## config.mk

```make
export PLATFORM = sky130hd
export DESIGN_NAME = ps2_poly_key_decoder_flat
export DESIGN_NICKNAME = d
export VERILOG_FILES = /design/src/rtl/ps2_poly_key_decoder_if.sv /design/src/rtl/ps2_poly_key_decoder.sv /design/src/flat_wrapper.sv
export SDC_FILE = /design/constraint.sdc
export NUM_CORES = 1
export LEC_CHECK = 0
export CORE_MARGIN = 2
export CORE_UTILIZATION = 45
export CTS_BUF_LIST = sky130_fd_sc_hd__clkbuf_8 sky130_fd_sc_hd__clkbuf_16
export CTS_CLUSTER_SIZE = 16
export DETAILED_ROUTE_END_ITERATION = 7
export PLACE_DENSITY = 0.79
export SLEW_MARGIN = 20
export SYNTH_ARGS = -nofsm -noshare
export SYNTH_HDL_FRONTEND = slang
export SYNTH_SLANG_ARGS = --single-unit
```

## constraint.sdc

```tcl
create_clock -name CLOCK_50 -period 2.4 [get_ports CLOCK_50]
set_input_delay 0.36 -clock CLOCK_50 [delete_from_list [all_inputs] [get_ports CLOCK_50]]
set_output_delay 0.36 -clock CLOCK_50 [all_outputs]
set_load 0.02 [all_outputs]
```

## src/rtl/ps2_poly_key_decoder_if.sv

```systemverilog
// ps2_poly_key_decoder_if
//   Byte-stream link from the PS/2 byte receiver into ps2_poly_key_decoder.
//   scan_data   8  byte from the PS/2 receiver
//   scan_valid  1  single-cycle strobe, scan_data valid
//   master: the receiver side (drives the byte), slave: the decoder side.
interface ps2_poly_key_decoder_if;
  logic [7:0] scan_data;
  logic       scan_valid;

  modport master (output scan_data, output scan_valid);
  modport slave  (input  scan_data, input  scan_valid);
endinterface

```

## src/rtl/ps2_poly_key_decoder.sv

```systemverilog
// ps2_poly_key_decoder
//   Converts PS/2 scan-code bytes into polyphonic synth control. Tracks the E0
//   (extended) and F0 (break) prefixes, maps the a..j note row onto up to
//   NUM_VOICES held voices, and keeps octave / ADSR-select state plus single
//   cycle parameter inc/dec strobes. Everything runs on CLOCK_50.
//
//   Ports
//     CLOCK_50      in   system clock
//     resetn        in   asynchronous active-low reset
//     scan          if   slave side of ps2_poly_key_decoder_if (scan_data/scan_valid)
//     voice_note    out  4 bits per voice, note 0..11 (C=0 .. B=11)
//     voice_gate    out  per-voice held flag
//     voice_strike  out  per-voice one-cycle note-on pulse
//     octave        out  current octave, saturating OCT_MIN..OCT_MAX
//     adsr_sel      out  0=vol 1=A 2=D 3=S 4=R
//     param_inc     out  one-cycle pulse on first make of key v (2A)
//     param_dec     out  one-cycle pulse on first make of key c (21)
//     voice_drop    out  one-cycle pulse, note make with no free voice
//     sustain_on    out  sustain latch
//
//   Build option: define PS2DEC_SUSTAIN_EN to enable the space-bar (29)
//   sustain toggle and per-voice pending-release state. Without it, 29 is
//   ignored and sustain_on is tied low.
module ps2_poly_key_decoder #(
  parameter int unsigned NUM_VOICES  = 4,
  parameter int unsigned OCT_W       = 3,
  parameter int unsigned OCT_MIN     = 1,
  parameter int unsigned OCT_MAX     = 6,
  parameter int unsigned OCT_DEFAULT = 4
) (
  input  logic                      CLOCK_50,
  input  logic                      resetn,
  ps2_poly_key_decoder_if.slave     scan,
  output logic [4*NUM_VOICES-1:0]   voice_note,
  output logic [NUM_VOICES-1:0]     voice_gate,
  output logic [NUM_VOICES-1:0]     voice_strike,
  output logic [OCT_W-1:0]          octave,
  output logic [2:0]                adsr_sel,
  output logic                      param_inc,
  output logic                      param_dec,
  output logic                      voice_drop,
  output logic                      sustain_on
);

  localparam logic [OCT_W-1:0] L_OCT_MIN = OCT_W'(OCT_MIN);
  localparam logic [OCT_W-1:0] L_OCT_MAX = OCT_W'(OCT_MAX);
  localparam logic [OCT_W-1:0] L_OCT_DEF = OCT_W'(OCT_DEFAULT);

  typedef enum logic [1:0] {
    ST_IDLE,
    ST_EXT,
    ST_BRK,
    ST_EXT_BRK
  } state_t;

  state_t r_state;
  state_t w_state_nxt;
  logic   w_do_make;
  logic   w_do_break;

  // Scan-code to note; MSB flags a note key.
  function automatic logic [4:0] f_note(input logic [7:0] b);
    case (b)
      8'h1C:   f_note = {1'b1, 4'd0};
      8'h1D:   f_note = {1'b1, 4'd1};
      8'h1B:   f_note = {1'b1, 4'd2};
      8'h24:   f_note = {1'b1, 4'd3};
      8'h23:   f_note = {1'b1, 4'd4};
      8'h2B:   f_note = {1'b1, 4'd5};
      8'h2C:   f_note = {1'b1, 4'd6};
      8'h34:   f_note = {1'b1, 4'd7};
      8'h35:   f_note = {1'b1, 4'd8};
      8'h33:   f_note = {1'b1, 4'd9};
      8'h3C:   f_note = {1'b1, 4'd10};
      8'h3B:   f_note = {1'b1, 4'd11};
      default: f_note = 5'd0;
    endcase
  endfunction

  logic       w_note_ok;
  logic [3:0] w_note_val;
  assign {w_note_ok, w_note_val} = f_note(scan.scan_data);

  logic w_key_dn, w_key_up, w_key_dec, w_key_inc;
  assign w_key_dn  = (scan.scan_data == 8'h1A);
  assign w_key_up  = (scan.scan_data == 8'h22);
  assign w_key_dec = (scan.scan_data == 8'h21);
  assign w_key_inc = (scan.scan_data == 8'h2A);

  // ---------------------------------------------------------------- prefix FSM
  always_ff @(posedge CLOCK_50 or negedge resetn) begin
    if (!resetn) r_state <= ST_IDLE;
    else         r_state <= w_state_nxt;
  end

  always_comb begin
    w_state_nxt = r_state;
    w_do_make   = 1'b0;
    w_do_break  = 1'b0;
    if (scan.scan_valid) begin
      case (r_state)
        ST_IDLE: begin
          if (scan.scan_data == 8'hE0)      w_state_nxt = ST_EXT;
          else if (scan.scan_data == 8'hF0) w_state_nxt = ST_BRK;
          else                              w_do_make   = 1'b1;
        end
        ST_BRK: begin
          if (scan.scan_data == 8'hE0)      w_state_nxt = ST_EXT;
          else if (scan.scan_data == 8'hF0) w_state_nxt = ST_BRK;
          else begin
            w_do_break  = 1'b1;
            w_state_nxt = ST_IDLE;
          end
        end
        ST_EXT: begin
          if (scan.scan_data == 8'hF0) w_state_nxt = ST_EXT_BRK;
          else                         w_state_nxt = ST_IDLE;
        end
        default: w_state_nxt = ST_IDLE;
      endcase
    end
  end

  // ---------------------------------------------------------------- voices
  logic [NUM_VOICES-1:0][3:0] r_note, w_note_nxt;
  logic [NUM_VOICES-1:0]      r_gate, w_gate_nxt;
  logic [NUM_VOICES-1:0]      r_strike, w_strike_nxt;
  logic [NUM_VOICES-1:0]      w_hit;
  logic [NUM_VOICES-1:0]      w_free_oh;
  logic                       w_free_any;
  logic                       r_drop, w_drop_nxt;

`ifdef PS2DEC_SUSTAIN_EN
  logic [NUM_VOICES-1:0] r_pend, w_pend_nxt;
  logic                  r_sus;
  logic                  r_held_sp;
  logic                  w_sus_toggle;
  assign w_sus_toggle = w_do_make && (scan.scan_data == 8'h29) && !r_held_sp;
`endif

  always_comb begin
    w_hit = '0;
    for (int unsigned i = 0; i < NUM_VOICES; i++)
      w_hit[i] = r_gate[i] && (r_note[i] == w_note_val);
  end

  // Lowest-index free voice as a one-hot vector.
  always_comb begin
    w_free_oh  = '0;
    w_free_any = 1'b0;
    for (int unsigned i = 0; i < NUM_VOICES; i++) begin
      if (!r_gate[i] && !w_free_any) begin
        w_free_oh[i] = 1'b1;
        w_free_any   = 1'b1;
      end
    end
  end

  always_comb begin
    w_note_nxt   = r_note;
    w_gate_nxt   = r_gate;
    w_strike_nxt = '0;
    w_drop_nxt   = 1'b0;
`ifdef PS2DEC_SUSTAIN_EN
    w_pend_nxt   = r_pend;
`endif
    if (w_do_make && w_note_ok) begin
      if (|w_hit) begin
`ifdef PS2DEC_SUSTAIN_EN
        // A held-by-sustain voice is re-struck in place; a truly held one is a typematic repeat.
        w_strike_nxt = w_hit & r_pend;
        w_pend_nxt   = r_pend & ~w_hit;
`endif
      end else if (w_free_any) begin
        for (int unsigned i = 0; i < NUM_VOICES; i++) begin
          if (w_free_oh[i]) begin
            w_note_nxt[i]   = w_note_val;
            w_gate_nxt[i]   = 1'b1;
            w_strike_nxt[i] = 1'b1;
          end
        end
      end else begin
        w_drop_nxt = 1'b1;
      end
    end
    if (w_do_break && w_note_ok) begin
`ifdef PS2DEC_SUSTAIN_EN
      if (r_sus) w_pend_nxt = r_pend | w_hit;
      else       w_gate_nxt = r_gate & ~w_hit;
`else
      w_gate_nxt = r_gate & ~w_hit;
`endif
    end
`ifdef PS2DEC_SUSTAIN_EN
    if (w_sus_toggle && r_sus) begin
      w_gate_nxt = w_gate_nxt & ~r_pend;
      w_pend_nxt = '0;
    end
`endif
  end

  always_ff @(posedge CLOCK_50 or negedge resetn) begin
    if (!resetn) begin
      r_note   <= '0;
      r_gate   <= '0;
      r_strike <= '0;
      r_drop   <= 1'b0;
    end else begin
      r_note   <= w_note_nxt;
      r_gate   <= w_gate_nxt;
      r_strike <= w_strike_nxt;
      r_drop   <= w_drop_nxt;
    end
  end

`ifdef PS2DEC_SUSTAIN_EN
  always_ff @(posedge CLOCK_50 or negedge resetn) begin
    if (!resetn) begin
      r_pend    <= '0;
      r_sus     <= 1'b0;
      r_held_sp <= 1'b0;
    end else begin
      r_pend <= w_pend_nxt;
      if (w_sus_toggle) r_sus <= ~r_sus;
      if (w_do_make && scan.scan_data == 8'h29)       r_held_sp <= 1'b1;
      else if (w_do_break && scan.scan_data == 8'h29) r_held_sp <= 1'b0;
    end
  end
  assign sustain_on = r_sus;
`else
  assign sustain_on = 1'b0;
`endif

  // ---------------------------------------------------------------- controls
  logic             r_held_dn, r_held_up, r_held_dec, r_held_inc;
  logic [OCT_W-1:0] r_octave;
  logic [2:0]       r_adsr;
  logic             r_inc, r_dec;
  logic             w_first_dn, w_first_up, w_first_dec, w_first_inc;

  assign w_first_dn  = w_do_make && w_key_dn  && !r_held_dn;
  assign w_first_up  = w_do_make && w_key_up  && !r_held_up;
  assign w_first_dec = w_do_make && w_key_dec && !r_held_dec;
  assign w_first_inc = w_do_make && w_key_inc && !r_held_inc;

  always_ff @(posedge CLOCK_50 or negedge resetn) begin
    if (!resetn) begin
      r_held_dn  <= 1'b0;
      r_held_up  <= 1'b0;
      r_held_dec <= 1'b0;
      r_held_inc <= 1'b0;
      r_octave   <= L_OCT_DEF;
      r_adsr     <= 3'd0;
      r_inc      <= 1'b0;
      r_dec      <= 1'b0;
    end else begin
      r_inc <= w_first_inc;
      r_dec <= w_first_dec;

      if (w_first_up && r_octave < L_OCT_MAX)      r_octave <= r_octave + 1'b1;
      else if (w_first_dn && r_octave > L_OCT_MIN) r_octave <= r_octave - 1'b1;

      if (w_do_make && w_key_dn)        r_held_dn <= 1'b1;
      else if (w_do_break && w_key_dn)  r_held_dn <= 1'b0;
      if (w_do_make && w_key_up)        r_held_up <= 1'b1;
      else if (w_do_break && w_key_up)  r_held_up <= 1'b0;
      if (w_do_make && w_key_dec)       r_held_dec <= 1'b1;
      else if (w_do_break && w_key_dec) r_held_dec <= 1'b0;
      if (w_do_make && w_key_inc)       r_held_inc <= 1'b1;
      else if (w_do_break && w_key_inc) r_held_inc <= 1'b0;

      if (w_do_make) begin
        case (scan.scan_data)
          8'h16:   r_adsr <= 3'd0;
          8'h1E:   r_adsr <= 3'd1;
          8'h26:   r_adsr <= 3'd2;
          8'h25:   r_adsr <= 3'd3;
          8'h2E:   r_adsr <= 3'd4;
          default: r_adsr <= r_adsr;
        endcase
      end
    end
  end

  assign voice_note   = r_note;
  assign voice_gate   = r_gate;
  assign voice_strike = r_strike;
  assign voice_drop   = r_drop;
  assign octave       = r_octave;
  assign adsr_sel     = r_adsr;
  assign param_inc    = r_inc;
  assign param_dec    = r_dec;

endmodule

```

## src/flat_wrapper.sv

```systemverilog
// flat-port wrapper written by rule: the top's interface ports become plain ports
module ps2_poly_key_decoder_flat 
#(
  parameter int unsigned NUM_VOICES  = 4,
  parameter int unsigned OCT_W       = 3,
  parameter int unsigned OCT_MIN     = 1,
  parameter int unsigned OCT_MAX     = 6,
  parameter int unsigned OCT_DEFAULT = 4
)
  (CLOCK_50, resetn, voice_note, voice_gate, voice_strike, octave, adsr_sel, param_inc, param_dec, voice_drop, sustain_on, scan_scan_data, scan_scan_valid);
  ps2_poly_key_decoder_if scan_i ();
  input  logic CLOCK_50;
  input  logic resetn;
  output logic [4*NUM_VOICES-1:0] voice_note;
  output logic [NUM_VOICES-1:0] voice_gate;
  output logic [NUM_VOICES-1:0] voice_strike;
  output logic [OCT_W-1:0] octave;
  output logic [2:0] adsr_sel;
  output logic param_inc;
  output logic param_dec;
  output logic voice_drop;
  output logic sustain_on;
  input wire logic [$bits(scan_i.scan_data)-1:0] scan_scan_data;
  input wire logic [$bits(scan_i.scan_valid)-1:0] scan_scan_valid;
  assign scan_i.scan_data = scan_scan_data;
  assign scan_i.scan_valid = scan_scan_valid;
  ps2_poly_key_decoder #(.NUM_VOICES(NUM_VOICES), .OCT_W(OCT_W), .OCT_MIN(OCT_MIN), .OCT_MAX(OCT_MAX), .OCT_DEFAULT(OCT_DEFAULT)) u_core (.CLOCK_50(CLOCK_50), .resetn(resetn), .scan(scan_i), .voice_note(voice_note), .voice_gate(voice_gate), .voice_strike(voice_strike), .octave(octave), .adsr_sel(adsr_sel), .param_inc(param_inc), .param_dec(param_dec), .voice_drop(voice_drop), .sustain_on(sustain_on));
endmodule
```

== After elaboration in Yosys (flattened, before gate mapping) ==
Cells that the tools add are included.

* Output and inout bits: 34
* Memory bits (writable): 0
* Memories: 0
* Bits in latches: 0
* Register bits: 39
* ROM bits: 0
* Word-level logic and storage cells: 160

* $mul: 0
* Magnitude comparators: 2
* Shift operators: 0
* Add/sub/neg operators: 2
* Bitwise operators: 4
* Equality and inequality tests: 31
* Muxes and demuxes: 47
* Div/mod/pow operators: 0
* Reductions and logical operators: 55

{| class="wikitable"
|+ Operators with widths
! kind !! count
|-
| equality test 8 x 6 -> 1 bit (second input constant) || 15
|-
| one-hot mux 5 bit (12 select lines) || 1
|-
| equality test 8 x 5 -> 1 bit (second input constant) || 6
|-
| 2-to-1 mux 1 bit || 30
|-
| 2-to-1 mux 4 bit || 7
|-
| AND reduction 4 bit || 7
|-
| logical AND 1 bit || 23
|-
| nonzero test 2 bit || 10
|-
| equality test 4 bit || 4
|-
| equality test 8 bit (second input constant) || 2
|-
| one-hot mux 3 bit (5 select lines) || 1
|-
| 2-to-1 mux 2 bit || 5
|-
| zero test 1 bit || 9
|-
| 2-to-1 mux 3 bit || 2
|-
| one-hot mux 2 bit (3 select lines) || 1
|-
| nonzero test 5 bit || 1
|-
| bitwise AND 4 bit || 1
|-
| NOT 4 bit || 1
|-
| AND reduction 2 bit || 2
|-
| OR reduction 4 bit || 1
|-
| adder 3 x 1 -> 3 bit (second input constant) || 1
|-
| greater-than comparator 3 x 1 -> 1 bit (second input constant) || 1
|-
| < comparator 3 bit (second input constant) || 1
|-
| != test 3 x 1 -> 1 bit (second input constant) || 1
|-
| other kinds (7) || 8
|}

== Longest topological paths before layout ==
* Depth after elaboration: 14
* Depth in mapped cells: 9
* Gate-level depth less buffers: 8

== Worst setup path before layout ==
No wires, ideal clock.

* Path type: input-to-reg
* Start point: in scan_scan_data[3]
* End point: reg u_core.r_note, in the netlist u_core.voice_note[4]
* Stages: 8
* Buffers on the path: 1
* Slack: -240 ps
* Required time: 2,275 ps
* Data arrival time: 2,515 ps
* Path through: buf_6 > or4b_4 > a21oi_2 > a21oi_1 > o2111ai_2 > o311ai_4 > nor4_4 > mux2_2

* Longest elaborated chain between the ends: 7

{| class="wikitable"
|+ Ends and longest elaborated chain
! element !! line !! text
|-
| start, declared || flat_wrapper.sv:23 || <nowiki>input wire logic [$bits(scan_i.scan_data)-1:0] scan_scan_data;</nowiki>
|-
| equality test 8 x 6 -> 1 bit, or another cell as far along || ps2_poly_key_decoder.sv:63 || <nowiki>case (b)</nowiki>
|-
| one-hot mux 5 bit (12 select lines) / 2-to-1 mux 1 bit (equally long branches) || ps2_poly_key_decoder.sv:63, ps2_poly_key_decoder.sv:104 ||
|-
| equality test 4 bit / 2-to-1 mux 1 bit (equally long branches) || - ||
|-
| logical AND 1 bit / 2-to-1 mux 1 bit (equally long branches) || ps2_poly_key_decoder.sv:144, ps2_poly_key_decoder.sv:101 ||
|-
| OR reduction 4 bit / 2-to-1 mux 1 bit (equally long branches) || ps2_poly_key_decoder.sv:168, ps2_poly_key_decoder.sv:100 ||
|-
| NOT 1 bit (no line) / logical AND 1 bit (equally long branches) || - ||
|-
| AND reduction 4 bit (no line) || - ||
|-
| end signal, assigned || ps2_poly_key_decoder.sv:209 || <nowiki>r_note <= w_note_nxt;</nowiki>
|-
| end, declared || ps2_poly_key_decoder.sv:125 || <nowiki>logic [NUM_VOICES-1:0][3:0] r_note, w_note_nxt;</nowiki>
|}

Parallel ways exist; a longest one is shown, timed or not.
A chain may end at the register's enable or synchronous reset.

== Worst setup path in the final report ==
* Start point: in scan_scan_data[7]
* End point: reg u_core.r_note, in the netlist u_core.voice_note[4]

Same word-level chain as after synthesis.

==> results.cfg <==
[clock_network]
cts_made_buffers = 5
clock_sinks = 39
holdBufCountCts = 0
htree_levels = 2
clock_path_buffers = 2
insertion_delay_ns = 0.30
clkTransAtPathRegs_ns = 0.08
cts_tree = yes
cts_root_buf = clkbuf_8

[final_layout]
drive_gt1_share_pct = 42.1
fin_nets = 336
syn2layout_area_growth_pct = 56.0
num_antenna_cells = 0

[drt]
wl_um = 6590
ant_nets = 0
remaining_drc_errors = 0
drtIter0Drc = 89
first_pass_iters = 4
vias = 2127
via_per_inst = 5.41
routedWlPerCell_um = 16.8

[worst_hold_path]
hold_class = in -> async

[power_and_ir_drop]
power.total_mw = 1.47
p_per_area_nw_per_um2 = 406
ir_drop_mv = 0.352
p_leak_nw = 1.65

[global_routing]
grt_start_max_net_pins = 40
grt.overflow.total = 0
grt_first_pass_wirelength_um = 10000
grt_use_total_pct = 23.2
grt_antenna_before_repair = 0
grt_pass1_vias = 2110

[sta]
setup_viol = 17
rsz0062_at_grt = yes
layout_worst_path_cycle_share_pct = 105
tightest_slew_ns = 0.846
final.min_clock_period_ns = 2.52
fin_skew_ns = 0.00655
hold_ws_ns = 0.157
slew_headroom_pct = 43.6
slew_viol_final = 0
finalHoldViolCount = 0
fmax_mhz = 397
fin_ws_ns = -0.120

[critical_path]
crit_path_end_kind = flip-flop
crit_type = in -> reg
cp.required_ns = 2.59
crit_fanout = 5
cp-start-kind = input port
cp.arrival_ns = 2.71

[logic_synthesis]
syn_nets = 231
synth_edf_count = 0
ys_types = 59
yosys_warnings = 0
synth_ff_type = dfrtp_1
ys_seq_elements = 39
synthCells = 217
synth_async_sr_flop_share_pct = 100
synthTopCellsByArea = dfrtp_1 (41%), mux2_2 (7.3%), xnor2_1 (4.2%)
synth.largest_area_cell = dfrtp_1
yosysSeqAreaShare_pct = 42.1
syn_area_per_cell_um2 = 10.7
synth_top_area_share_pct = 41.0
netlist_area_um2 = 2320

[flow_run]
max-cap-violations = 0

[floorplanning]
fp-row-count = 26
fp.dieArea_um2 = 5740
start_util_pct = 46.0
coreArea_um2 = 5040
die_height_um = 75.8
die_w_um = 75.8
boundaryPins = 45

[run_status]
status = finished, violations left
violations = negative setup slack

[place]
dp_hpwl_um = 4170
routabilityCongestion = 0.869
place_ws_ns = -0.879
place.port_buffers = 43
-- final cells by class --
class,instances,area (um2)
inverters,7,26.3
well taps,70,87.6
clock buffers,7,96.3
clock inverters,1,3.75
flip-flops and latches,39,977
multi-input cells,163,1520
repair buffers,106,910
fillers,339,1430
-- metal layers --
| metal | vias up | track usage, % | routed length (um) | share of wire, % |
|---|---|---|---|---|
| li1 | 1007 | - | - | - |
| met1 | 1048 | 26.7 | 2600 | 39 |
| met2 | 59 | 42.6 | 3540 | 54 |
| met3 | 13 | 4.76 | 294 | 4.5 |
| met4 | 0 | 7.80 | 161 | 2.4 |
| met5 | - | 0 | 0 | 0 |
-- power by group --
| part | total, mW | internal, mW | switching [mW] |
|---|---|---|---|
| logic | 0.271 | 0.123 | 0.148 |
| registers | 0.706 | 0.676 | 0.0298 |
| clock network | 0.492 | 0.258 | 0.234 |
-- layout by cell type, fill, tap and decap left out, types with 3 or more instances in the layout --
master | Yosys | final
o21ai_0 | 13 | 13
or3_1 | 5 | 5
nor2_1 | 13 | 13
buf_6 | 1 | 3
inv_1 | 7 | 8
xnor2_1 | 11 | 5
mux2_2 | 15 | 12
dfrtp_1 | 38 | 38
mux2_4 | 1 | 4
nand2b_1 | 4 | 4
nor3_2 | 1 | 3
o31ai_1 | 3 | 3
nor4_4 | 4 | 4
clkdlybuf4s50_1 | 0 | 34
nand2_1 | 20 | 18
buf_4 | 1 | 59
xnor2_2 | 1 | 4
ha_1 | 3 | 3
xnor2_4 | 0 | 3
clkbuf_8 | 0 | 7
nor2b_1 | 4 | 4
buf_2 | 2 | 5
nand3_1 | 9 | 9
nand4_1 | 6 | 6
-- critical path, stage by stage --
cell and delay (ns):
clkdlybuf4s15_2 0.25, nor4b_4 0.33, nand4_1 0.19, a21boi_4 0.19, buf_12 0.16, xnor2_4 0.17, o311ai_4 0.15, buf_6 0.17
nor4_4 0.21, buf_4 0.19, mux2_2 0.34
-- logic make-up (layout without fill, tap and decap cells) --
group                      after synthesis  after routing  share of synthesized area (%)
buffers and inverters                   15            121                           3.02
adders and majority gates                3              3                           1.62
muxes                                   17             17                           8.36
and+or+nand+nor                         84             84                           22.5
xor gates and xnor gates                14             14                           5.61
other                                    1              1                          0.162
DFF                                     39             39                           42.1
AOI/OAI and AO/OA                       44             44                           16.6
-- state kept, by name, summed over array words and instances (netlist names) --
| register | count |
|---|---|
| u_core.voice_note | 16 |
| u_core.voice_gate | 4 |
| u_core.voice_strike | 4 |
| u_core.adsr_sel | 3 |
| u_core.octave | 3 |
| u_core.r_state | 2 |
| u_core.param_dec | 1 |
| u_core.param_inc | 1 |
| u_core.r_held_dec | 1 |
| u_core.r_held_dn | 1 |
| u_core.r_held_inc | 1 |
| u_core.r_held_up | 1 |
| u_core.voice_drop | 1 |
-- Yosys cell counts, drive strengths merged, types with 2 or more instances --
cell / n
dfrtp: 38
nand4: 6
nand2: 21
nand2b: 4
xor2: 2
o31ai: 5
nor3: 3
or3: 5
ha: 3
o21ai: 13
xnor2: 12
a211oi: 2
o311ai: 3
nor3b: 4
clkbuf: 3
a21o: 2
mux2: 16
nor4: 7
a32o: 2
nor2b: 4
a21oi: 4
nor2: 13
a21boi: 2
nand3: 9
buf: 5
inv: 7
nand3b: 2
o211ai: 2
o2111ai: 2
-- timing repair --
action | CTS | global route
buffers inserted | 24 | 4
resized for setup | 53 | 8
endpoints found under the hold margin | 0 | 0
pin swaps | 17 | 7
setup endpoints to repair | 26 | 22
-- final timing paths --
check / cells past startpoint / slack (ns) / startpoint / to
max: 11 / -0.12 / scan_scan_data[7] / u_core.voice_note[4]
max in group asynchronous: 1 / 1.69 / resetn / u_core.voice_note[14]
min: 1 / 0.16 / resetn / u_core.octave[0]
min in group CLOCK_50: 1 / 0.42 / u_core.r_held_dec / u_core.param_dec
max reg2reg: 7 / 0.25 / u_core.r_state[0] / u_core.voice_note[4]
min reg2reg: 1 / 0.42 / u_core.r_held_dec / u_core.param_dec
-- stage by stage --
stage                     util (%)  area (um2)  setup TNS, ns  instances
final                         71.7        3620          -1.45        393
after floorplan                  -        2400          -2.70        217
after global placement        62.5        3150         -18.50        360
after global routing          71.7        3620          -2.77        393
after CTS                     70.2        3540          -1.33        390
after detailed placement      62.5        3150         -20.55        360
(Power assumes the default switching activity.)
